[config.mk]
export PLATFORM = sky130hd
export DESIGN_NAME = lcd_sprite_scheduler_flat
export DESIGN_NICKNAME = d
export VERILOG_FILES = /design/src/rtl/lcd_sprite_scheduler_pkg.sv /design/src/rtl/lcd_sprite_scheduler_if.sv /design/src/rtl/lcd_sprite_scheduler_rect_calc.sv /design/src/rtl/lcd_sprite_scheduler.sv /design/src/flat_wrapper.sv
export SDC_FILE = /design/constraint.sdc
export NUM_CORES = 1
export LEC_CHECK = 0
export CORE_MARGIN = 1
export CORE_UTILIZATION = 29
export DETAILED_ROUTE_END_ITERATION = 8
export DONT_BUFFER_PORTS = 1
export HOLD_SLACK_MARGIN = 0.1
export MAX_ROUTING_LAYER = met4
export PLACE_DENSITY_LB_ADDON = 0.3
export SETUP_SLACK_MARGIN = 0.1
export SLEW_MARGIN = 20
export SYNTH_ARGS = -nofsm -noshare
export SYNTH_HDL_FRONTEND = slang
export SYNTH_HIERARCHICAL = 1
export SYNTH_SLANG_ARGS = --single-unit
[constraint.sdc]
create_clock -name clk -period 6.4 [get_ports clk]
set_clock_uncertainty 0.15 [all_clocks]
set_input_delay 0.64 -clock clk [delete_from_list [all_inputs] [get_ports clk]]
set_output_delay 0.64 -clock clk [all_outputs]
set_load 0.02 [all_outputs]
[src/rtl/lcd_sprite_scheduler_pkg.sv]
// Shared types and helpers for the LCD sprite redraw scheduler.
// States, sprite ids, rectangle bundle, RGB565 colours, saturating math.
package lcd_sched_pkg;

    typedef enum logic [2:0] {
        ST_IDLE,
        ST_CLEAR,
        ST_CLEAR_WAIT,
        ST_ERASE,
        ST_ERASE_WAIT,
        ST_DRAW,
        ST_DRAW_WAIT
    } state_e;

    typedef enum logic {
        SPR_BALL   = 1'b0,
        SPR_PADDLE = 1'b1
    } sprite_e;

    typedef struct packed {
        logic [8:0] x0;
        logic [8:0] y0;
        logic [8:0] x1;
        logic [8:0] y1;
    } rect_t;

    localparam logic [15:0] RGB565_BLACK = 16'h0000;
    localparam logic [15:0] RGB565_RED   = 16'hF800;
    localparam logic [15:0] RGB565_GREEN = 16'h07E0;

    function automatic logic [9:0] sat_min(
        input logic [9:0] a,
        input logic [9:0] b
    );
        return (a < b) ? a : b;
    endfunction

    function automatic logic [9:0] sat_max(
        input logic [9:0] a,
        input logic [9:0] b
    );
        return (a > b) ? a : b;
    endfunction

endpackage

[src/rtl/lcd_sprite_scheduler_if.sv]
// Rectangle command channel between the scheduler and the fill engine.
// valid/ready command handshake plus a one-cycle fill_done completion.
interface lcd_sprite_scheduler_if;

    logic        cmd_valid;
    logic        cmd_ready;
    logic [8:0]  cmd_x0;
    logic [8:0]  cmd_y0;
    logic [8:0]  cmd_x1;
    logic [8:0]  cmd_y1;
    logic [15:0] cmd_color;
    logic        fill_done;

    modport master (
        output cmd_valid, cmd_x0, cmd_y0, cmd_x1, cmd_y1, cmd_color,
        input  cmd_ready, fill_done
    );

    modport slave (
        input  cmd_valid, cmd_x0, cmd_y0, cmd_x1, cmd_y1, cmd_color,
        output cmd_ready, fill_done
    );

endinterface

[src/rtl/lcd_sprite_scheduler_rect_calc.sv]
// Combinational sprite position to clipped screen rectangle.
// Intermediates are 10 bits wide so nothing wraps before clipping.
module sprite_rect_calc
    import lcd_sched_pkg::*;
#(
    parameter int SCREEN_W  = 240,
    parameter int SCREEN_H  = 320,
    parameter int BALL_X    = 112,
    parameter int BALL_SIZE = 16,
    parameter int PADDLE_Y  = 300,
    parameter int PADDLE_W  = 48,
    parameter int PADDLE_H  = 8
) (
    input  sprite_e    sprite,
    input  logic [8:0] pos,
    output rect_t      rect
);

    localparam logic [9:0] W_MAX   = 10'(SCREEN_W - 1);
    localparam logic [9:0] H_MAX   = 10'(SCREEN_H - 1);
    localparam logic [9:0] BS_M1   = 10'(BALL_SIZE - 1);
    localparam logic [9:0] PW_M1   = 10'(PADDLE_W - 1);
    localparam logic [9:0] PW_HALF = 10'(PADDLE_W / 2);
    localparam logic [8:0] BX0     = 9'(BALL_X);
    localparam logic [8:0] BX1     = 9'(BALL_X + BALL_SIZE - 1);
    localparam logic [8:0] PY0     = 9'(PADDLE_Y);
    localparam logic [8:0] PY1     = 9'(PADDLE_Y + PADDLE_H - 1);

    logic [9:0] pos10;
    logic [9:0] by0;
    logic [9:0] by1;
    logic [9:0] px0;
    logic [9:0] px1;
    logic       unused_hi;

    assign unused_hi = ^{by0[9], by1[9], px0[9], px1[9]};

    // Clip both sprite shapes, then pick the one asked for.
    always_comb begin
        pos10 = {1'b0, pos};
        by0   = sat_min(pos10, H_MAX);
        by1   = sat_min(by0 + BS_M1, H_MAX);
        px0   = sat_max(pos10, PW_HALF) - PW_HALF;
        px1   = sat_min(px0 + PW_M1, W_MAX);
        rect  = '0;
        if (sprite == SPR_BALL) begin
            rect.x0 = BX0;
            rect.x1 = BX1;
            rect.y0 = by0[8:0];
            rect.y1 = by1[8:0];
        end else begin
            rect.x0 = px0[8:0];
            rect.x1 = px1[8:0];
            rect.y0 = PY0;
            rect.y1 = PY1;
        end
    end

endmodule

[src/rtl/lcd_sprite_scheduler.sv]
// Ball/paddle redraw scheduler feeding the LCD rectangle-fill engine.
// Optional LCD_SCHED_INIT_CLEAR_EN: full-screen clear after reset.
module lcd_sprite_scheduler
    import lcd_sched_pkg::*;
#(
    parameter int          SCREEN_W     = 240,
    parameter int          SCREEN_H     = 320,
    parameter int          BALL_X       = 112,
    parameter int          BALL_SIZE    = 16,
    parameter int          PADDLE_Y     = 300,
    parameter int          PADDLE_W     = 48,
    parameter int          PADDLE_H     = 8,
    parameter logic [15:0] BG_COLOR     = RGB565_BLACK,
    parameter logic [15:0] BALL_COLOR   = RGB565_RED,
    parameter logic [15:0] PADDLE_COLOR = RGB565_GREEN
) (
    input  logic                          clk,
    input  logic                          rst_n,
    input  logic                          frame_tick,
    input  logic [8:0]                    ball_y,
    input  logic [8:0]                    hand_x,
    lcd_sprite_scheduler_if.master        cmd,
    output logic                          busy
);

`ifdef LCD_SCHED_INIT_CLEAR_EN
    localparam state_e RESET_ST = ST_CLEAR;
    localparam rect_t  FULL_RECT = '{
        x0: 9'd0,
        y0: 9'd0,
        x1: 9'(SCREEN_W - 1),
        y1: 9'(SCREEN_H - 1)
    };
`else
    localparam state_e RESET_ST = ST_IDLE;
`endif

    state_e      state_q, state_d;
    logic        samp_valid_q, samp_valid_d;
    logic [8:0]  samp_y_q, samp_y_d;
    logic [8:0]  samp_x_q, samp_x_d;
    logic [8:0]  drawn_y_q, drawn_y_d;
    logic [8:0]  drawn_x_q, drawn_x_d;
    logic        dv_ball_q, dv_ball_d;
    logic        dv_pad_q, dv_pad_d;
    sprite_e     last_q, last_d;
    sprite_e     spr_q, spr_d;
    logic [8:0]  target_q, target_d;
    logic        cmd_valid_q, cmd_valid_d;
    rect_t       rect_q, rect_d;
    logic [15:0] color_q, color_d;

    logic        pend_ball;
    logic        pend_pad;
    logic        grant_any;
    sprite_e     gnt;
    sprite_e     sel;
    logic [8:0]  old_pos;
    logic [8:0]  tgt_pos;
    logic        sel_dv;
    logic [15:0] spr_color;
    logic        handshake;
    rect_t       old_rect;
    rect_t       tgt_rect;

    // Pending detection, round-robin grant and job operand selection.
    always_comb begin
        pend_ball = samp_valid_q & (!dv_ball_q | (samp_y_q != drawn_y_q));
        pend_pad  = samp_valid_q & (!dv_pad_q | (samp_x_q != drawn_x_q));
        grant_any = (state_q == ST_IDLE) & (pend_ball | pend_pad);
        gnt       = SPR_BALL;
        if (pend_ball & pend_pad) begin
            gnt = (last_q == SPR_PADDLE) ? SPR_BALL : SPR_PADDLE;
        end else if (pend_pad) begin
            gnt = SPR_PADDLE;
        end
        sel     = (state_q == ST_IDLE) ? gnt : spr_q;
        old_pos = (sel == SPR_BALL) ? drawn_y_q : drawn_x_q;
        sel_dv  = (sel == SPR_BALL) ? dv_ball_q : dv_pad_q;
        tgt_pos = target_q;
        if (state_q == ST_IDLE) begin
            tgt_pos = (gnt == SPR_BALL) ? samp_y_q : samp_x_q;
        end
        spr_color = (sel == SPR_BALL) ? BALL_COLOR : PADDLE_COLOR;
        handshake = cmd_valid_q & cmd.cmd_ready;
    end

    sprite_rect_calc #(
        .SCREEN_W  (SCREEN_W),
        .SCREEN_H  (SCREEN_H),
        .BALL_X    (BALL_X),
        .BALL_SIZE (BALL_SIZE),
        .PADDLE_Y  (PADDLE_Y),
        .PADDLE_W  (PADDLE_W),
        .PADDLE_H  (PADDLE_H)
    ) u_old_rect (
        .sprite (sel),
        .pos    (old_pos),
        .rect   (old_rect)
    );

    sprite_rect_calc #(
        .SCREEN_W  (SCREEN_W),
        .SCREEN_H  (SCREEN_H),
        .BALL_X    (BALL_X),
        .BALL_SIZE (BALL_SIZE),
        .PADDLE_Y  (PADDLE_Y),
        .PADDLE_W  (PADDLE_W),
        .PADDLE_H  (PADDLE_H)
    ) u_tgt_rect (
        .sprite (sel),
        .pos    (tgt_pos),
        .rect   (tgt_rect)
    );

    // Next-state: position sampling plus the erase/draw job sequencer.
    always_comb begin
        state_d      = state_q;
        samp_valid_d = samp_valid_q;
        samp_y_d     = samp_y_q;
        samp_x_d     = samp_x_q;
        drawn_y_d    = drawn_y_q;
        drawn_x_d    = drawn_x_q;
        dv_ball_d    = dv_ball_q;
        dv_pad_d     = dv_pad_q;
        last_d       = last_q;
        spr_d        = spr_q;
        target_d     = target_q;
        cmd_valid_d  = cmd_valid_q;
        rect_d       = rect_q;
        color_d      = color_q;

        if (frame_tick) begin
            samp_valid_d = 1'b1;
            samp_y_d     = ball_y;
            samp_x_d     = hand_x;
        end

        unique case (state_q)
            ST_IDLE: begin
                if (grant_any) begin
                    spr_d       = gnt;
                    target_d    = tgt_pos;
                    cmd_valid_d = 1'b1;
                    if (sel_dv) begin
                        state_d = ST_ERASE;
                        rect_d  = old_rect;
                        color_d = BG_COLOR;
                    end else begin
                        state_d = ST_DRAW;
                        rect_d  = tgt_rect;
                        color_d = spr_color;
                    end
                end
            end
            ST_ERASE: begin
                if (handshake) begin
                    cmd_valid_d = 1'b0;
                    state_d     = ST_ERASE_WAIT;
                end
            end
            ST_ERASE_WAIT: begin
                if (cmd.fill_done) begin
                    state_d     = ST_DRAW;
                    cmd_valid_d = 1'b1;
                    rect_d      = tgt_rect;
                    color_d     = spr_color;
                end
            end
            ST_DRAW: begin
                if (handshake) begin
                    cmd_valid_d = 1'b0;
                    state_d     = ST_DRAW_WAIT;
                end
            end
            ST_DRAW_WAIT: begin
                if (cmd.fill_done) begin
                    if (spr_q == SPR_BALL) begin
                        drawn_y_d = target_q;
                        dv_ball_d = 1'b1;
                    end else begin
                        drawn_x_d = target_q;
                        dv_pad_d  = 1'b1;
                    end
                    last_d  = spr_q;
                    state_d = ST_IDLE;
                end
            end
`ifdef LCD_SCHED_INIT_CLEAR_EN
            ST_CLEAR: begin
                if (!cmd_valid_q) begin
                    cmd_valid_d = 1'b1;
                    rect_d      = FULL_RECT;
                    color_d     = BG_COLOR;
                end else if (cmd.cmd_ready) begin
                    cmd_valid_d = 1'b0;
                    state_d     = ST_CLEAR_WAIT;
                end
            end
            ST_CLEAR_WAIT: begin
                if (cmd.fill_done) begin
                    state_d = ST_IDLE;
                end
            end
`endif
            default: begin
                state_d     = ST_IDLE;
                cmd_valid_d = 1'b0;
            end
        endcase
    end

    // State and registered command outputs, cleared asynchronously.
    always_ff @(posedge clk or negedge rst_n) begin
        if (!rst_n) begin
            state_q      <= RESET_ST;
            samp_valid_q <= 1'b0;
            samp_y_q     <= '0;
            samp_x_q     <= '0;
            drawn_y_q    <= '0;
            drawn_x_q    <= '0;
            dv_ball_q    <= 1'b0;
            dv_pad_q     <= 1'b0;
            last_q       <= SPR_PADDLE;
            spr_q        <= SPR_BALL;
            target_q     <= '0;
            cmd_valid_q  <= 1'b0;
            rect_q       <= '0;
            color_q      <= '0;
        end else begin
            state_q      <= state_d;
            samp_valid_q <= samp_valid_d;
            samp_y_q     <= samp_y_d;
            samp_x_q     <= samp_x_d;
            drawn_y_q    <= drawn_y_d;
            drawn_x_q    <= drawn_x_d;
            dv_ball_q    <= dv_ball_d;
            dv_pad_q     <= dv_pad_d;
            last_q       <= last_d;
            spr_q        <= spr_d;
            target_q     <= target_d;
            cmd_valid_q  <= cmd_valid_d;
            rect_q       <= rect_d;
            color_q      <= color_d;
        end
    end

    assign cmd.cmd_valid = cmd_valid_q;
    assign cmd.cmd_x0    = rect_q.x0;
    assign cmd.cmd_y0    = rect_q.y0;
    assign cmd.cmd_x1    = rect_q.x1;
    assign cmd.cmd_y1    = rect_q.y1;
    assign cmd.cmd_color = color_q;
    assign busy          = (state_q != ST_IDLE);

endmodule

[src/flat_wrapper.sv]
// flat-port wrapper written by rule: the top's interface ports become plain ports
module lcd_sprite_scheduler_flat import lcd_sched_pkg::*;
#(
    parameter int          SCREEN_W     = 240,
    parameter int          SCREEN_H     = 320,
    parameter int          BALL_X       = 112,
    parameter int          BALL_SIZE    = 16,
    parameter int          PADDLE_Y     = 300,
    parameter int          PADDLE_W     = 48,
    parameter int          PADDLE_H     = 8,
    parameter logic [15:0] BG_COLOR     = RGB565_BLACK,
    parameter logic [15:0] BALL_COLOR   = RGB565_RED,
    parameter logic [15:0] PADDLE_COLOR = RGB565_GREEN
)
  (clk, rst_n, frame_tick, ball_y, hand_x, busy, cmd_cmd_valid, cmd_cmd_x0, cmd_cmd_y0, cmd_cmd_x1, cmd_cmd_y1, cmd_cmd_color, cmd_cmd_ready, cmd_fill_done);
  lcd_sprite_scheduler_if cmd_i ();
  input  logic clk;
  input  logic rst_n;
  input  logic frame_tick;
  input  logic [8:0] ball_y;
  input  logic [8:0] hand_x;
  output logic busy;
  output wire logic [$bits(cmd_i.cmd_valid)-1:0] cmd_cmd_valid;
  output wire logic [$bits(cmd_i.cmd_x0)-1:0] cmd_cmd_x0;
  output wire logic [$bits(cmd_i.cmd_y0)-1:0] cmd_cmd_y0;
  output wire logic [$bits(cmd_i.cmd_x1)-1:0] cmd_cmd_x1;
  output wire logic [$bits(cmd_i.cmd_y1)-1:0] cmd_cmd_y1;
  output wire logic [$bits(cmd_i.cmd_color)-1:0] cmd_cmd_color;
  input wire logic [$bits(cmd_i.cmd_ready)-1:0] cmd_cmd_ready;
  input wire logic [$bits(cmd_i.fill_done)-1:0] cmd_fill_done;
  assign cmd_cmd_valid = cmd_i.cmd_valid;
  assign cmd_cmd_x0 = cmd_i.cmd_x0;
  assign cmd_cmd_y0 = cmd_i.cmd_y0;
  assign cmd_cmd_x1 = cmd_i.cmd_x1;
  assign cmd_cmd_y1 = cmd_i.cmd_y1;
  assign cmd_cmd_color = cmd_i.cmd_color;
  assign cmd_i.cmd_ready = cmd_cmd_ready;
  assign cmd_i.fill_done = cmd_fill_done;
  lcd_sprite_scheduler #(.SCREEN_W(SCREEN_W), .SCREEN_H(SCREEN_H), .BALL_X(BALL_X), .BALL_SIZE(BALL_SIZE), .PADDLE_Y(PADDLE_Y), .PADDLE_W(PADDLE_W), .PADDLE_H(PADDLE_H), .BG_COLOR(BG_COLOR), .BALL_COLOR(BALL_COLOR), .PADDLE_COLOR(PADDLE_COLOR)) u_core (.clk(clk), .rst_n(rst_n), .frame_tick(frame_tick), .ball_y(ball_y), .hand_x(hand_x), .cmd(cmd_i), .busy(busy));
endmodule
==> results of run 1 <==
## state kept, by name, summed over array words and instances, names as in the netlist
name and count:
u_core/cmd.cmd_color 2, u_core/cmd.cmd_valid 1, u_core/cmd.cmd_x0 9, u_core/cmd.cmd_x1 9
u_core/cmd.cmd_y0 9, u_core/cmd.cmd_y1 9, u_core/drawn_x_q 9, u_core/drawn_y_q 9
u_core/dv_ball_q 1, u_core/dv_pad_q 1, u_core/last_q 1, u_core/samp_valid_q 1
u_core/samp_x_q 9, u_core/samp_y_q 9, u_core/spr_q 1, u_core/state_q 3
u_core/target_q 9
## area by class of cell
type / instances / area (µm²)
Antenna cell: 3 / 7.51
Clock buffer: 9 / 225
Clock inverter: 7 / 97.6
Fill cell: 2478 / 15500
Inverter: 17 / 63.8
Multi-Input combinational cell: 619 / 4040
Sequential cell: 92 / 2300
Tap cell: 313 / 392
Timing Repair Buffer: 20 / 173
## critical path, stage by stage, from the launching register on
cell      delay [ns]
dfrtp_1         0.54
nor3_4          0.24
buf_4           0.30
nor2_1          0.08
o41a_2          0.53
nand2_2         0.33
mux2_1          0.64
nor4_4          0.53
or2_2           0.25
ha_1            0.39
xor2_1          0.35
o31ai_1         0.14
nor4bb_1        0.28
a211oi_1        0.10
nor2_1          0.38
nand3_1         0.12
o21ai_0         0.17
a31oi_1         0.14
## repair_timing
item,CTS,global route
hold endpoints to repair,92,0
resized for setup,0,0
endpoints found under the setup margin,0,0
hold buffers,2,0
## cells by family after synthesis
| logic type | Yosys count |
|---|---|
| compound gates | 238 |
| xor+xnor | 43 |
| fa+ha+maj | 14 |
| simple gates | 262 |
| other cells | 3 |
| mux | 55 |
| buf+inv | 100 |
| flops | 92 |
## through the flow
stage | setup slack (ns) | instance area [µm²]
finish | 0.584 | 7310
global route | 0.275 | 7310
CTS | 0.652 | 7300
detailed placement | 0.691 | 6940
global placement | 0.653 | 6940
floorplan | 1.79 | 6840
## worst paths after layout
kind | from | to | slack (ns) | cells past startpoint
max | u_core/state_q[2] | u_core/cmd.cmd_x1[0] | 0.58 | 17
min | frame_tick | u_core/samp_valid_q | 0.24 | 1
max in group asynchronous | rst_n | u_core/cmd.cmd_y0[5] | 4.99 | 2
max reg2reg | u_core/state_q[2] | u_core/cmd.cmd_x1[0] | 0.58 | 17
min in group asynchronous | rst_n | u_core/samp_x_q[7] | 0.70 | 2
min reg2reg | u_core/last_q | u_core/last_q | 0.33 | 2
## layer usage
layer	global-route usage	part of all wire
met2	0.276	0.47
met4	0.0789	0.035
met5	-	0
met3	0.0315	0.053
met1	0.238	0.45
## cells in the final DEF (no fill, tap or decap), drive strengths merged, types with 10 or more instances in the layout
| master | n |
|---|---|
| nand2 | 37 |
| nand3 | 50 |
| nor3 | 13 |
| a21oi | 71 |
| inv | 21 |
| ha | 14 |
| a31oi | 42 |
| xnor2 | 30 |
| nand4 | 11 |
| or3 | 10 |
| dfrtp | 91 |
| xor2 | 13 |
| mux2 | 45 |
| nor2 | 80 |
| buf | 19 |
| mux2i | 10 |
| o21ai | 63 |
==> metrics.txt, run 1 <==
area of the mapped netlist=0.00682 mm²; Die X=155 µm; die span in y=155 µm; final period utilization=0.909; Site Rows=between 50 and 60; WL final=20.9 mm; DR pass1 iterations=5; GP Congestion=0.890; max-cap violation count=0; # H-tree levels=3; total gr overflow=0; Synth Area in Simple Gates=0.200; unrepaired setup endpoints after global routing=no; WL/cell=between 15 and 20 µm; count leader, synth=dfrtp_1; sequential area share after synthesis=0.338; main combinational cell family by area after synthesis=compound AO/OA/AOI/OAI gates; Initial Util=0.299; worst slew pin tran=1.07 ns; CP arrival=5.89 ns; TNS Setup=0 ns; drt drc=0; via count=6001; die area=around 0.024 mm²; post-layout util=0.320; WHS=~0.24 ns; cell accounting for the most synthesized area=dfrtp_1; clk sinks=92; Final nets=796; Top-Level Pins=77; Synth Area in Compound Gates=0.215; Placed Cells=1059; library cells used by synthesis=67; layout cells sized above 1=0.134; core area=between 0.02 and 0.025 mm²; Worst setup SP type=register; IO buf count=0; post-synthesis mux area share=0.0889; largest net degree at the start of global routing=93; Slew headroom=0.284; post-route ant nets=0; Setup CP Type=reg2reg; Final Setup Violations=0; max frequency=approximately 170 MHz; Post-synth top flop=dfrtp_1; worst hold path type=in2reg; gr usage total=0.182; Adder-Cell Fraction of Synth Area=0.0257; post-synth top area share=0.334; Worst-path clk slew=0.07 ns; syn avg cell area=8.46 µm²; Final Max Tran Viols=0; Worst Path Max Fanout=22; top cells by area, synth=dfrtp_1 33%, mux2_2 6.8%, a21oi_1 5.1%; initial antenna violation count=3; Setup Buffers After CTS=0; DP Wirelength=between 10 and 15 mm; Fin. Hold Viols=0; Clock Latency Late Sink=0.36 ns; Final Instance Count excl. Fillers=1080; Seq cells post-synth=a little over 90; CTS tree=done; Syn Inst Count=807; Post-synth top cells=91 x dfrtp_1, 80 x nor2_1, 70 x a21oi_1, 49 x nand3_1, 42 x a31oi_1; number of global-route vias before repair=5735; synth warn=6; fin crit period=5.82 ns; DR iter-0 viols=476; CTS Buf Count=9; fraction of synthesized cell area in xor and xnor cells=0.0552; outcome=completed; CTS max path bufs=2; crit end category=register; Layout area overhead=7.06%; critical path required time=6.48 ns; global-route wire length before repair=33.0 mm; EDFF count, synth=0; clock tree root buffer cell=clkbuf_16; vias per cell=~5.6; Post-synth ARST share=1.00
Power of run 1 is not shown: default switching activity piles up to over one toggle a cycle in this logic, so the estimate is an artifact.
==> run 2, diff against run 1 <==
PLACE_DENSITY = 0.41   (was unset)
PLACE_DENSITY_LB_ADDON = unset   (was 0.3)
==> metrics.txt, run 2 (same netlist as run 1, synthesis figures left out) <==
post-route cell area=0.00729 mm²; commonest non-fill, non-tap cell in the layout=dfrtp_1; GP Congestion=0.898; R2R cell count=16; outcome=completed; RR Endpoint=u_core/cmd.cmd_x1[7]; Final nets=795; Fin. Hold Viols=0; CTS tree=done; most frequent cells in the layout=91 x dfrtp_1, 79 x nor2_1, 70 x a21oi_1, 49 x nand3_1, 42 x mux2_2; setup slack, reg-to-reg=just under 0.7 ns; DR pass1 iterations=5; number of global-route vias before repair=5793; layout cells sized above 1=0.135; worst hold path type=in2reg; Final Setup Violations=0; Site Rows=55; via count=approximately 6000; Setup CP Type=reg2reg; crit end category=register; # H-tree levels=3; WL/cell=20.6 µm; Setup Buffers After CTS=0; core area=~0.023 mm²; IO buf count=0; WL final=22.2 mm; unrepaired setup endpoints after global routing=no; Placement Cell Area=0.00693 mm²; final period utilization=0.893; total gr overflow=0; Initial Util=0.299; initial antenna violation count=2; clock tree root buffer cell=clkbuf_16; max frequency=175 MHz; worst slew pin tran=1.11 ns; critical path required time=6.47 ns; TNS Setup=0 ns; Top-Level Pins=77; Fill cells=2480; Die X=155 µm; Final Max Tran Viols=0; die area=0.0241 mm²; gr usage total=0.193; Worst setup SP type=register; fin crit period=5.71 ns; Worst-path clk slew=0.07 ns; largest net degree at the start of global routing=between 90 and 100; worst hold endpoint=u_core/samp_valid_q; post-route ant nets=0; Worst Path Max Fanout=14; die span in y=between 150 and 200 µm; drt drc=0; Slew headroom=0.262; CP arrival=between 5 and 6 ns; Clock Latency Late Sink=0.36 ns; Layout area overhead=6.84%; DR iter-0 viols=562; Hold Startpoint=frame_tick; global-route wire length before repair=34.9 mm; Crit Reg-Reg Startpoint=u_core/samp_y_q[8]; vias per cell=between 5 and 6; CTS Buf Count=9; max-cap violation count=0; clk sinks=92; Hold Path Depth=1; CTS max path bufs=2; DP Wirelength=16.0 mm
-- run 2: changes by cell type in the layout (fill, tap and decap cells not counted), sizes merged --
cell and delta:
clkbuf +1, diode -1, clkinvlp +1, inv -2
buf -1
-- run 2: what timing repair did --
item	in CTS	in global routing
gates resized for setup	0	2
hold endpoints to repair	92	0
hold buffers	2	0
setup endpoints to repair	0	1
-- run 2: area by class of cell --
| class | instances | area, µm² | share of cell area |
|---|---|---|---|
| Sequential cell | 92 | 2300 | 0.316 |
| Clock inverter | 6 | 71.3 | 0.00978 |
| Timing Repair Buffer | 19 | 165 | 0.0227 |
| Inverter | 17 | 63.8 | 0.00875 |
| Multi-Input combinational cell | 619 | 4050 | 0.556 |
| Tap cell | 313 | 392 | 0.0537 |
| Clock buffer | 10 | 239 | 0.0328 |
| Antenna cell | 2 | 5.00 | 0.000686 |
-- run 2: routing by layer --
metal	vias to the layer above	track usage	part of all wire
met1	2956	0.261	0.47
met2	184	0.290	0.45
met5	-	-	0
met4	0	0.0458	0.013
li1	2820	-	-
met3	16	0.0465	0.069
-- run 2: critical path, stage by stage (launching register included) --
cell	delay, ns
dfrtp_1	0.44
xnor2_1	0.17
nand4_1	0.19
o311ai_1	0.58
nand2_2	0.40
mux2_1	0.66
nor4_4	0.53
or2_2	0.24
ha_1	0.36
xor2_1	0.40
o31ai_1	0.14
nor4bb_1	0.27
a211oi_1	0.11
nor2_1	0.40
a21oi_1	0.14
o21ai_0	0.23
a31oi_1	0.16
-- run 2: metrics by stage --
step                      setup WS (ns)  hold WS, ns  cells   util
after CTS                         0.675        0.222   1076  0.319
after detailed placement          0.701        0.199   1058  0.303
after global placement            0.694        0.198   1058  0.303
after global routing              0.171        0.223   1078  0.319
after floorplan                    1.79        0.194    811      -
final                             0.687        0.235   1078  0.319
-- run 2: worst max path at each step --
stage / startpoint / end / slack, ns
detailed placement: u_core/drawn_y_q[2] / u_core/cmd.cmd_x1[7] / 0.70
floorplan: u_core/state_q[1] / u_core/cmd.cmd_x1[1] / 1.79
finish: u_core/samp_y_q[8] / u_core/cmd.cmd_x1[7] / 0.69
global placement: u_core/samp_y_q[8] / u_core/cmd.cmd_x1[7] / 0.69
CTS: u_core/samp_y_q[8] / u_core/cmd.cmd_x1[7] / 0.68
global route: u_core/samp_y_q[8] / u_core/cmd.cmd_x1[7] / 0.17
Power of run 2 is left out for the same reason.
